## config.mk

```make
export PLATFORM = sky130hd
export DESIGN_NAME = fetch_unit
export DESIGN_NICKNAME = d
export VERILOG_FILES = /design/src/rtl/fetch_pkg.sv /design/src/rtl/fetch_fifo.sv /design/src/rtl/fetch_unit.sv
export SDC_FILE = /design/constraint.sdc
export NUM_CORES = 1
export LEC_CHECK = 0
export CAP_MARGIN = 40
export CORE_ASPECT_RATIO = 0.7
export CORE_MARGIN = 8
export CORE_UTILIZATION = 30
export DETAILED_ROUTE_END_ITERATION = 7
export GPL_TIMING_DRIVEN = 1
export PLACE_DENSITY = 0.61
export SLEW_MARGIN = 20
export SYNTH_ARGS = -nofsm -noshare
export SYNTH_HDL_FRONTEND = slang
export SYNTH_SLANG_ARGS = --single-unit
```

## constraint.sdc

```tcl
create_clock -name clk -period 7.67 [get_ports clk]
set_input_delay 1.534 -clock clk [delete_from_list [all_inputs] [get_ports clk]]
set_output_delay 1.534 -clock clk [all_outputs]
set_load 0.02 [all_outputs]
```

## src/rtl/fetch_pkg.sv

```systemverilog
// Shared types and constants for the instruction fetch front end.
package fetch_pkg;

    // Request/response tracking state of the fetch engine.
    typedef enum logic [1:0] {
        S_IDLE = 2'd0,
        S_WAIT = 2'd1,
        S_DROP = 2'd2
    } state_e;

    // Byte distance between consecutive 16-bit instructions.
    localparam logic [15:0] PC_STEP = 16'd2;

    // One prefetch queue entry: instruction word tagged with its PC.
    typedef struct packed {
        logic [15:0] pc;
        logic [15:0] inst;
    } entry_t;

endpackage

```

## src/rtl/fetch_fifo.sv

```systemverilog
// Small power-of-two prefetch queue. Flush wins over push; head reads as zero when empty.
module fetch_fifo
    import fetch_pkg::*;
#(
    parameter int DEPTH = 2
) (
    input  logic                     clk,
    input  logic                     rst_n,
    input  logic                     push_i,
    input  entry_t                   push_data_i,
    input  logic                     pop_i,
    input  logic                     flush_i,
    output logic [$clog2(DEPTH):0]   count_o,
    output entry_t                   head_o
);

    localparam int AW = $clog2(DEPTH);
    localparam logic [AW:0]   CNT_ONE = 1;
    localparam logic [AW-1:0] PTR_ONE = 1;

    entry_t          mem_q [DEPTH];
    logic [AW-1:0]   wr_ptr_q;
    logic [AW-1:0]   rd_ptr_q;
    logic [AW:0]     count_q;
    logic            do_push;
    logic            do_pop;

    // Qualify push/pop: a flush cancels both, and an empty queue cannot pop.
    always_comb begin
        do_push = push_i && !flush_i;
        do_pop  = pop_i && (count_q != '0) && !flush_i;
    end

    // Pointer and occupancy bookkeeping.
    always_ff @(posedge clk or negedge rst_n) begin
        if (!rst_n) begin
            wr_ptr_q <= '0;
            rd_ptr_q <= '0;
            count_q  <= '0;
        end else if (flush_i) begin
            wr_ptr_q <= '0;
            rd_ptr_q <= '0;
            count_q  <= '0;
        end else begin
            if (do_push) wr_ptr_q <= wr_ptr_q + PTR_ONE;
            if (do_pop)  rd_ptr_q <= rd_ptr_q + PTR_ONE;
            case ({do_push, do_pop})
                2'b10:   count_q <= count_q + CNT_ONE;
                2'b01:   count_q <= count_q - CNT_ONE;
                default: count_q <= count_q;
            endcase
        end
    end

    // Entry storage; contents are only meaningful while counted, so no reset.
    always_ff @(posedge clk) begin
        if (do_push) mem_q[wr_ptr_q] <= push_data_i;
    end

    // Present the head, forced to zero when nothing is queued.
    always_comb begin
        head_o  = (count_q != '0) ? mem_q[rd_ptr_q] : '0;
        count_o = count_q;
    end

endmodule

```

## src/rtl/fetch_unit.sv

```systemverilog
// Instruction fetch front end: sequential request generation, prefetch queue,
// and redirect handling that flushes the queue and drops in-flight responses.
module fetch_unit
    import fetch_pkg::*;
#(
    parameter logic [15:0] RESET_PC = 16'h0000,
    parameter int          DEPTH    = 2
) (
    input  logic        clk,
    input  logic        rst_n,
    output logic        imem_req,
    output logic [15:0] imem_addr,
    input  logic        imem_valid,
    input  logic [15:0] imem_rdata,
    input  logic        redirect,
    input  logic [15:0] redirect_pc,
    output logic        en,
    output logic [15:0] inst,
    output logic [15:0] inst_pc,
    input  logic        inst_ready
);

    localparam int            CW      = $clog2(DEPTH) + 1;
    localparam logic [CW-1:0] DEPTH_C = CW'(DEPTH);

    state_e          state_q;
    logic [15:0]     fetch_pc_q;
    logic [15:0]     addr_q;
    logic [CW-1:0]   count;
    entry_t          head;
    entry_t          push_data;
    logic            issue;
    logic            push;
    logic            pop;

    // Request, push and pop decisions; a redirect suppresses both request and push.
    always_comb begin
        issue     = rst_n && (state_q == S_IDLE) && (count < DEPTH_C) && !redirect;
        push      = (state_q == S_WAIT) && imem_valid && !redirect;
        pop       = (count != '0) && inst_ready;
        push_data = '{pc: addr_q, inst: imem_rdata};
        imem_req  = issue;
        imem_addr = issue ? fetch_pc_q : addr_q;
        en        = (count != '0);
        inst      = head.inst;
        inst_pc   = head.pc;
    end

    // Fetch FSM with PC tracking; addr_q remembers the outstanding request's PC.
    always_ff @(posedge clk or negedge rst_n) begin
        if (!rst_n) begin
            state_q    <= S_IDLE;
            fetch_pc_q <= RESET_PC;
            addr_q     <= RESET_PC;
        end else begin
            if (issue) begin
                addr_q     <= fetch_pc_q;
                fetch_pc_q <= fetch_pc_q + PC_STEP;
            end
            if (redirect) fetch_pc_q <= redirect_pc & ~16'h0001;
            case (state_q)
                S_IDLE: if (issue) state_q <= S_WAIT;
                S_WAIT: begin
                    if (redirect)        state_q <= imem_valid ? S_IDLE : S_DROP;
                    else if (imem_valid) state_q <= S_IDLE;
                end
                // A response landing together with another redirect still retires the stale request.
                S_DROP: if (imem_valid) state_q <= S_IDLE;
                default: state_q <= S_IDLE;
            endcase
        end
    end

    fetch_fifo #(.DEPTH(DEPTH)) u_fifo (
        .clk         (clk),
        .rst_n       (rst_n),
        .push_i      (push),
        .push_data_i (push_data),
        .pop_i       (pop),
        .flush_i     (redirect),
        .count_o     (count),
        .head_o      (head)
    );

endmodule

```

### Word level (Yosys, flattened, before mapping)

Memories as Yosys holds them, arrays and structs flattened.
Cells that the tools add are included.

| cells by class | value |
|---|---|
| equal/unequal tests | 5 |
| magnitude comparators | 1 |
| add/sub/neg operators | 5 |
| reductions and logical operators | 16 |
| mux-type cells | 17 |

Operator list:

| cell | count |
|---|---|
| two-way mux 16 bit | 3 |
| two-way mux 32 bit | 1 |
| adder 16 x 2 -> 16 bit (second input constant) | 1 |
| two-way mux 2 bit | 5 |
| logical AND 1 bit | 9 |
| nonzero test 2 bit | 4 |
| two-way mux 1 bit | 6 |
| one-hot mux 2 bit (3 select lines) | 1 |
| equality test 2 x 1 -> 1 bit (second input constant) | 2 |
| equality test 2 bit (second input constant) | 2 |
| one-hot mux 2 bit (2 select lines) | 1 |
| nonzero test 3 bit | 1 |
| adder 1 bit (second input constant) | 2 |
| adder 2 x 1 -> 2 bit (second input constant) | 1 |
| zero test 2 bit | 1 |
| less-than comparator 2 bit (second input constant) | 1 |
| != test 2 bit (second input constant) | 1 |
| subtractor 2 x 1 -> 2 bit (second input constant) | 1 |
| zero test 1 bit | 1 |

| storage, ports and cells | value |
|---|---|
| RAM bits | 64 |
| memories | 1 |
| bits in registers | 38 |
| output and inout port bits | 50 |
| logic and storage cells | 51 |
| input port bits | 37 |

Memory list:

| memory | words | width | read ports | clocked after memory_dff | wr ports | RTL line | RTL |
|---|---|---|---|---|---|---|---|
| u_fifo.mem_q | 2 | 32 | 1 | 0 | 1 | fetch_fifo.sv:21 | `entry_t mem_q [DEPTH];` |

### Depth between registers and ports, before layout

Gate-level depths: netlist (run 1).

| logic depth | value |
|---|---|
| word-level depth | 7 |
| mapped depth | 5 |

### Hierarchy

From an unflattened synthesis (run 1), not the netlist that was laid out.

| unflattened totals | value |
|---|---|
| cells, all modules | 295 |
| area total of the unflattened synthesis | 4185.3 sq um |

By module, submodules not included:

| module | cells each | area an instance (sq um) | instances |
|---|---|---|---|
| fetch_fifo | 159 | 2655.0 | 1 |
| fetch_unit | 136 | 1530.2 | 1 |

### Least setup slack after synthesis (run 1)

Ideal clock, no wire load.

| path | value |
|---|---|
| kind | input-to-reg |
| from | input port redirect |
| to | memory u_fifo.mem_q[1][0] (netlist bit) (enable) |
| library setup time | 468 ps |
| data required time | 7202 ps |
| path buffers | 2 |
| path slack | 2876 ps |
| arrival | 4326 ps |
| stages | 3 |
| path through | clkbuf_1 clkbuf_1 nor3b_1 |

| between the ends | value |
|---|---|
| longest elaborated chain between the ends | 5 |

Ends and longest elaborated chain:

| item | RTL line | RTL |
|---|---|---|
| start, declared | fetch_unit.sv:15 | `input logic redirect,` |
| zero test 1 bit (*) | fetch_fifo.sv:30, fetch_unit.sv:39 |  |
| logical AND 1 bit | fetch_unit.sv:39 | `push = (state_q == S_WAIT) && imem_valid && !redirect;` |
| logical AND 1 bit (*) | fetch_fifo.sv:30 | `do_push = push_i && !flush_i;` |
| two-way mux 1 bit (*) | fetch_fifo.sv:57 | `if (do_push) mem_q[wr_ptr_q] <= push_data_i;` |
| two-way mux 1 bit (implied by the code) (*) | fetch_fifo.sv:57 |  |
| end, declared | fetch_fifo.sv:21 |  |

Every way passes the cells marked *; elsewhere a longest branch is shown, timed or not.

### Worst setup path in the final report (run 1)

| path | value |
|---|---|
| from | input port redirect |
| to | output port imem_addr[2] |

| between the ends | value |
|---|---|
| longest elaborated chain between the ends | 3 |

Ends and longest elaborated chain:

| item | RTL line | RTL |
|---|---|---|
| zero test 1 bit | fetch_unit.sv:38 | `issue = rst_n && (state_q == S_IDLE) && (count < DEPTH_C) && !redirect;` |
| logical AND 1 bit | fetch_unit.sv:38 |  |
| two-way mux 16 bit | - |  |
| end, declared | fetch_unit.sv:12 | `output logic [15:0] imem_addr,` |

No other way between the ends.

==> summary.txt, run 1 <==
Status
  – Result of the run: complete, no violations

Placement
  – Placed inst area: 5278 um^2
  – HPWL reported at the end of detailed placement: around 6500 um
  – Gpl congestion: between 0.7 and 0.8
  – Cell total after placement: 570
  – Port Buffer Count: 85

Setup path
  – Classification of the worst setup path: input pin to primary output
  – Startpoint kind of the worst setup timing path: input pin
  – Worst R2R Path Depth: 4
  – WP data required: roughly 6100 ps
  – Slack of the worst reg-to-reg path: roughly 5500 ps
  – CP Data Arrival Time: ~3700 ps
  – Source of the worst register-to-register timing path: u_fifo.count_o[1]
  – Highest fanout seen on the critical path: a little over 40
  – Startpoint of the worst setup timing path: redirect
  – Reg-to-reg critical path endpoint: addr_q[4]
  – Slowest cell on the critical path: sky130_fd_sc_hd__clkdlybuf4s50_1
  – Worst setup EP type: primary output
  – Most used cell along the critical path: sky130_fd_sc_hd__clkdlybuf4s50_1
  – Worst-path cell chain: clkdlybuf4s50_1, buf_4, nor2_2, buf_8, mux2_2, clkdlybuf4s50_1
  – Largest stage delay on the critical path: roughly 570 ps

Run
  – Max Cap Violations: 0

Timing
  – Tcrit/Tclk final: 68.69%
  – Max-Slew Margin vs Limit: about two thirds
  – Setup TNS: 0 ps
  – Hold Vio Cnt, Final: 0
  – Tightest Pin Transition: slightly above 500 ps
  – Total count of max-transition violations in the final report: 0
  – Number of endpoints failing setup at the final stage: 0
  – Unrepaired setup endpoints after global routing: false
  – Final Critical Period: between 5000 and 6000 ps
  – Achievable Freq: between 150 and 200 MHz
  – Worst-case clock skew: between 7 and 8 ps

Die
  – Starting density of the core: between 30 and 40%
  – Width of the chip: 156.3 um
  – Number of I/O pins: 87
  – Std-Cell Rows: 36
  – Placeable core area: between 10000 and 15000 um^2
  – DIE HEIGHT: 114.2 um
  – Die area: between 15000 and 20000 um^2

Route
  – Final routed DRC violation total: 0
  – Mean number of vias per cell: 4.390
  – Routed wirelength normalized by instance count: approximately 16 um
  – Routed Wire Length: 9260 um
  – Total vias in the final route: 2577
  – Iteration-0 DRC count of the detailed router: 199
  – First-pass DRT Iterations: 4
  – Antenna Violating Nets Remaining: 0

Clocking
  – Clock slew seen by the registers of the worst setup and hold paths: 70 ps
  – Clock insertion delay at the later pin of the skew report: ~340 ps
  – Root buf cell: sky130_fd_sc_hd__clkbuf_16
  – Post-CTS Resized: 0
  – Buffers inserted by post-CTS timing repair: 0
  – TritonCTS Sinks: roughly 100
  – Max H-tree Level: 3
  – Number of clock buffers inserted by TritonCTS: 9
  – Clock Tree Buf Depth: 2
  – Clock tree from TritonCTS: built
  – Hold Buf Count CTS: 0

Global route
  – Total routing resource utilization after global routing: 10.76%
  – Total grt overflow: 0
  – Antenna violations before repair: 0
  – Wire length of the first global-routing pass: 14690 um
  – Pin count of the biggest net entering global routing: 42
  – Via count of the first global-routing pass: approximately 2700

Worst hold path
  – Hold Path Depth: 0
  – Hold WC Path Type: register to register
  – Min-Delay Endpoint: u_fifo.mem_q[0][30]
  – Startpoint of the lowest-slack hold path: addr_q[14]

Synth
  – Count of flip-flops with a built-in enable after synthesis: 64
  – Synthesized Nets: between 300 and 400
  – Unique cell type count in the Yosys netlist: 29
  – Dominant synthesized flop cell: sky130_fd_sc_hd__edfxtp_1
  – Synthesis warning total: 0
  – Mapped cell area: about 4100 um^2
  – Cell count after synthesis: around 300
  – Average cell area after synthesis: between 10 and 15 um^2
  – Async SR Flop Fraction: 36.63%
  – Post-synthesis sequential area ratio: between 60 and 70%
  – Register bit count reported by yosys: ~100

Power
  – Leakage power summed over all cells: 0.001922 uW
  – Peak supply drop: roughly 0.11 mV
  – Ratio of total power to cell area: roughly 240 nW/um^2

Final layout
  – Net count, final: 430
  – Final Instance Area: roughly 5600 um^2
  – Fraction of layout cells with a size suffix above 1: between 10 and 15%
  – Area grow syn2layout: 35.46%
  – Final cell count without fillers: approximately 590
  – Finished Core Util: between 40% and 50%
  – Number of antenna cells inserted: 0
sequential cells by signal, indices dropped and copies added, names as in the netlist:
signal           flops
u_fifo.mem_q        64
addr_q              16
fetch_pc_q          15
state_q              2
u_fifo.count_o       2
u_fifo.rd_ptr_q      1
u_fifo.wr_ptr_q      1
logic make-up after synthesis:
kind of cell	count (synthesis)	synth area share, %
fa+ha+maj	1	0.3025
buf+inv	17	1.815
xor+xnor	15	3.177
flops	101	68.87
simple gates	96	10.89
mux	50	12.56
compound gates	19	2.390
layer usage:
metal	track usage [%]	vias to the layer above	part of all wire (%)
met5	0	-	0
met3	4.110	10	6.7
met4	2.872	0	1.0
li1	-	1265	-
met2	16.54	53	46
met1	13.93	1249	47
worst max path at each step:
stage | slack (ps) | cells after the start | to
after floorplan | 2880 | 3 | u_fifo.mem_q[1][0]
after global placement | 2090 | 5 | imem_addr[14]
after detailed placement | 2370 | 6 | imem_addr[4]
after CTS | 2380 | 6 | imem_addr[2]
after global routing | 2290 | 6 | imem_addr[5]
final | 2400 | 6 | imem_addr[2]
stage by stage:
| step | hold slack [ps] | setup WS [ps] | power [uW] |
|---|---|---|---|
| after global placement | 448.3 | 2094 | 862.8 |
| after floorplan | 434.4 | 2876 | 764.8 |
| after detailed placement | 444.6 | 2375 | 870.8 |
| final | 469.8 | 2401 | 1329 |
| after global routing | 488.0 | 2287 | 1388 |
| after CTS | 467.9 | 2376 | 1351 |
placed cells by master, fill, tap and decap left out, drive strengths merged, types with 10 or more instances in the layout:
cell type      instances
clkdlybuf4s50         84
edfxtp                64
nor2                  41
dfrtp                 37
mux2i                 35
nand2                 22
mux2                  15
o21ai                 15
xnor2                 11
clkbuf                10
buf                   10
synth_stat cells (3+ instances only):
master | count | area share (%)
sky130_fd_sc_hd__nor3_1 | 6 | 0.73
sky130_fd_sc_hd__nor4_1 | 5 | 0.76
sky130_fd_sc_hd__nor2_1 | 40 | 3.6
sky130_fd_sc_hd__mux2_2 | 15 | 4.1
sky130_fd_sc_hd__nand3_1 | 5 | 0.61
sky130_fd_sc_hd__dfrtp_1 | 37 | 22
sky130_fd_sc_hd__o21ai_1 | 3 | 0.36
sky130_fd_sc_hd__o21ai_0 | 12 | 1.5
sky130_fd_sc_hd__mux2i_1 | 35 | 8.5
sky130_fd_sc_hd__nand2_1 | 22 | 2.0
sky130_fd_sc_hd__inv_1 | 4 | 0.36
sky130_fd_sc_hd__xor2_1 | 4 | 0.85
sky130_fd_sc_hd__nor2b_1 | 6 | 0.91
sky130_fd_sc_hd__a21oi_1 | 3 | 0.36
sky130_fd_sc_hd__xnor2_1 | 11 | 2.3
sky130_fd_sc_hd__nand4_1 | 4 | 0.61
sky130_fd_sc_hd__clkbuf_1 | 11 | 1.0
sky130_fd_sc_hd__edfxtp_1 | 64 | 46
cell type report:
| class | instances | area, um^2 |
|---|---|---|
| Multi-Input combinational cell | 181 | 1230 |
| Fill cell | 1305 | 8092 |
| Clock buffer | 9 | 225.2 |
| Clock inverter | 7 | 93.84 |
| Sequential cell | 101 | 2849 |
| Tap cell | 190 | 237.7 |
| Inverter | 4 | 15.01 |
| Timing Repair Buffer | 95 | 950.9 |
report_power, final:
part	leakage, uW	switching (uW)	internal, uW	total, uW
clock network	0.000153	211	262	473
registers	0.00103	30.0	628	658
logic	0.000736	98.1	99.6	198
critical path, delay by kind of cell:
family | cells | cell delay (ps)
AND/OR/NAND/NOR | 1 | 380
buffers and inverters | 4 | 1450
multiplexers | 1 | 360
(Power assumes the default switching activity.)
==> run 2: changes to the inputs <==
==> constraint.sdc (replaced) <==
create_clock -name clk -period 5.3 [get_ports clk]
set_input_delay 1.06 -clock clk [delete_from_list [all_inputs] [get_ports clk]]
set_output_delay 1.06 -clock clk [all_outputs]
set_load 0.02 [all_outputs]
==> summary.txt, run 2 (synthesis results as in run 1) <==
Status
  – Result of the run: complete, no violations

Final layout
  – Area grow syn2layout: 35.04%
  – Register with the most flip-flops: u_fifo.mem_q
  – Net count, final: 430 (unchanged)
  – Fraction of layout cells with a size suffix above 1: 12.34% (unchanged)
  – Most common cell after layout, fill and taps aside: sky130_fd_sc_hd__clkdlybuf4s50_1
  – Most used cells in the layout excluding fill and tap cells: 84 x sky130_fd_sc_hd__clkdlybuf4s50_1, 64 x sky130_fd_sc_hd__edfxtp_1, 39 x sky130_fd_sc_hd__nor2_1, 36 x sky130_fd_sc_hd__dfrtp_1, 35 x sky130_fd_sc_hd__mux2i_1
  – Number of flip-flops in the largest register: 64 (unchanged)
  – Largest registers in the final layout: u_fifo.mem_q x64, addr_q x16, fetch_pc_q x15
  – Number of antenna cells inserted: 0 (unchanged)

Timing
  – Total count of max-transition violations in the final report: 0 (unchanged)
  – Unrepaired setup endpoints after global routing: false
  – Setup TNS: 0 ps (unchanged)
  – Final Critical Period: ~4100 ps
  – Worst-case clock skew: 12.09 ps (+4.455 ps)
  – Hold Vio Cnt, Final: 0 (unchanged)
  – Tightest Pin Transition: 507.2 ps (+1.747 ps)
  – Max-Slew Margin vs Limit: 66.19% (-0.12 points)
  – Achievable Freq: between 200 and 250 MHz
  – Final-layout worst hold slack: 462.5 ps (-7.313 ps)
  – Tcrit/Tclk final: approximately 80%
  – Number of endpoints failing setup at the final stage: 0 (unchanged)

Route
  – Met2 wirelength from detailed routing: 4183 um (-1.2%)
  – Total met3 wirelength after detailed routing: 573 um (-7.7%)
  – Sum of routed wire segments on met1: 4235 um (-1.7%)
  – First-pass DRT Iterations: 4 (unchanged)
  – Iteration-0 DRC count of the detailed router: 166 (-17%)
  – Mean number of vias per cell: 4.375 (-0.35%)
  – Routed wirelength normalized by instance count: 15.49 um (-1.8%)
  – Routed Wire Length: 9094 um (-1.8%)
  – Highest routed layer: met5
  – Antenna Violating Nets Remaining: 0 (unchanged)
  – Total vias in the final route: 2568 (-0.35%)
  – Final routed DRC violation total: 0 (unchanged)

Power
  – Peak supply drop: 0.1510 mV (+43%)
  – Ratio of total power to cell area: 335.2 nW/um^2 (+41%)
  – Comb power frac: 15.3% (+0.4 points)
  – Share of total power in sequential cells: 50.8% (+1.3 points)
  – Cell internal pwr: 1383 uW (+40%)
  – Share of power burned in the clock network: 33.9% (-1.7 points)
  – Net Switching: 488.8 uW (+44%)
  – Fraction of power spent switching nets: 26.12% (+0.57 points)
  – Leakage power summed over all cells: 0.001912 uW (-0.55%)

Worst hold path
  – Hold WC Path Type: register to register

Die
  – Placeable core area: 13690 um^2 (unchanged)
  – DIE HEIGHT: 114.2 um (unchanged)
  – Starting density of the core: 30.20% (unchanged)
  – Width of the chip: 156.3 um (unchanged)
  – Std-Cell Rows: 36 (unchanged)
  – Die area: 17860 um^2 (unchanged)
  – Number of I/O pins: 87 (unchanged)

Setup path
  – Highest fanout seen on the critical path: 17 (-59%)
  – Worst setup EP type: primary output
  – Classification of the worst setup path: input pin to primary output
  – WP data required: 4240 ps (-1900 ps)
  – Startpoint kind of the worst setup timing path: input pin
  – CP Data Arrival Time: 3070 ps (-660 ps)

Global route
  – Total routing resource utilization after global routing: 10.79% (+0.034 points)
  – Antenna violations before repair: 1 (+1)
  – Total grt overflow: 0 (unchanged)
  – Via count of the first global-routing pass: 2798 (+4.4%)
  – Wire length of the first global-routing pass: 14770 um (+0.56%)
  – Pin count of the biggest net entering global routing: 41 (-2.4%)

Clocking
  – Clock Tree Buf Depth: 2 (unchanged)
  – Buffers inserted by post-CTS timing repair: 0 (unchanged)
  – Max H-tree Level: 3 (unchanged)
  – Number of clock buffers inserted by TritonCTS: 9 (unchanged)
  – Clock insertion delay at the later pin of the skew report: 350 ps (about the same)
  – Hold Buf Count CTS: 0 (unchanged)
  – Root buf cell: sky130_fd_sc_hd__clkbuf_16
  – TritonCTS Sinks: 101 (unchanged)
  – Clock slew seen by the registers of the worst setup and hold paths: 60 ps (about the same)
  – Post-CTS Resized: 0 (unchanged)
  – Clock tree from TritonCTS: built

Placement
  – HPWL reported at the end of detailed placement: 6413 um (-1.4%)
  – Gpl congestion: 0.7350 (+2.8%)
  – Port Buffer Count: 85 (unchanged)

Run
  – Max Cap Violations: 0 (unchanged)
==> run 2: cell types whose count changed in the layout (fill, tap and decap cells not counted) <==
cell,before,now
sky130_fd_sc_hd__buf_4,6,7
sky130_fd_sc_hd__buf_12,2,1
sky130_fd_sc_hd__clkinv_4,1,3
sky130_fd_sc_hd__clkbuf_2,1,0
sky130_fd_sc_hd__clkdlybuf4s15_2,0,1
sky130_fd_sc_hd__inv_8,2,1
sky130_fd_sc_hd__buf_8,1,0
sky130_fd_sc_hd__buf_16,0,1
sky130_fd_sc_hd__bufinv_16,1,0
==> run 2: critical path, cell delays in order <==
cell and delay, ps:
sky130_fd_sc_hd__buf_2 90, sky130_fd_sc_hd__or4b_4 560, sky130_fd_sc_hd__nor2_2 110, sky130_fd_sc_hd__buf_4 270
sky130_fd_sc_hd__mux2_2 390, sky130_fd_sc_hd__clkdlybuf4s50_1 570
==> run 2: final cells by class <==
cell class,count,area [um^2]
fillers,1313,8109
flip-flops and latches,101,2849
multi-input cells,181,1230
repair buffers,95,957.2
well taps,190,237.7
clock buffers,9,225.2
clock inverters,7,70.07
inverters,4,15.01
==> run 2: final timing paths <==
kind	startpoint	end	slack [ps]	cells past startpoint
worst max register to register	u_fifo.count_o[1]	addr_q[2]	3310	4
max in group asynchronous	rst_n	u_fifo.rd_ptr_q	4140	2
worst max-delay path	rst_n	imem_addr[4]	1170	6
worst min-delay path	addr_q[0]	u_fifo.mem_q[1][16]	460	0
min in group asynchronous	rst_n	fetch_pc_q[10]	780	2
worst min register to register	addr_q[0]	u_fifo.mem_q[1][16]	460	0
==> run 2: power groups by stage <==
stage	clock network [uW]	logic [uW]	registers, uW
3_5_place_dp	0	292	970
4_1_cts	657	293	952
6_report	635	286	951
2_1_floorplan	0	153	954
5_1_grt	690	312	961
3_3_place_gp	0	280	969
==> run 2: through the flow <==
stage	util [%]	instance area (um^2)	cells	setup slack [ps]	power [uW]
6_report	40.78	5584	587	1175	1872
5_1_grt	40.78	5584	587	1075	1963
4_1_cts	40.78	5584	587	1154	1903
3_5_place_dp	38.62	5289	571	1163	1261
3_3_place_gp	38.19	5230	568	1169	1249
2_1_floorplan	-	4135	299	980.0	1107
==> run 2: metal layers <==
layer,global-route usage [%],vias to the layer above
met2,17.38,50
met4,3.255,2
met3,4.487,10
li1,-,1255
met1,12.97,1251
met5,0,-
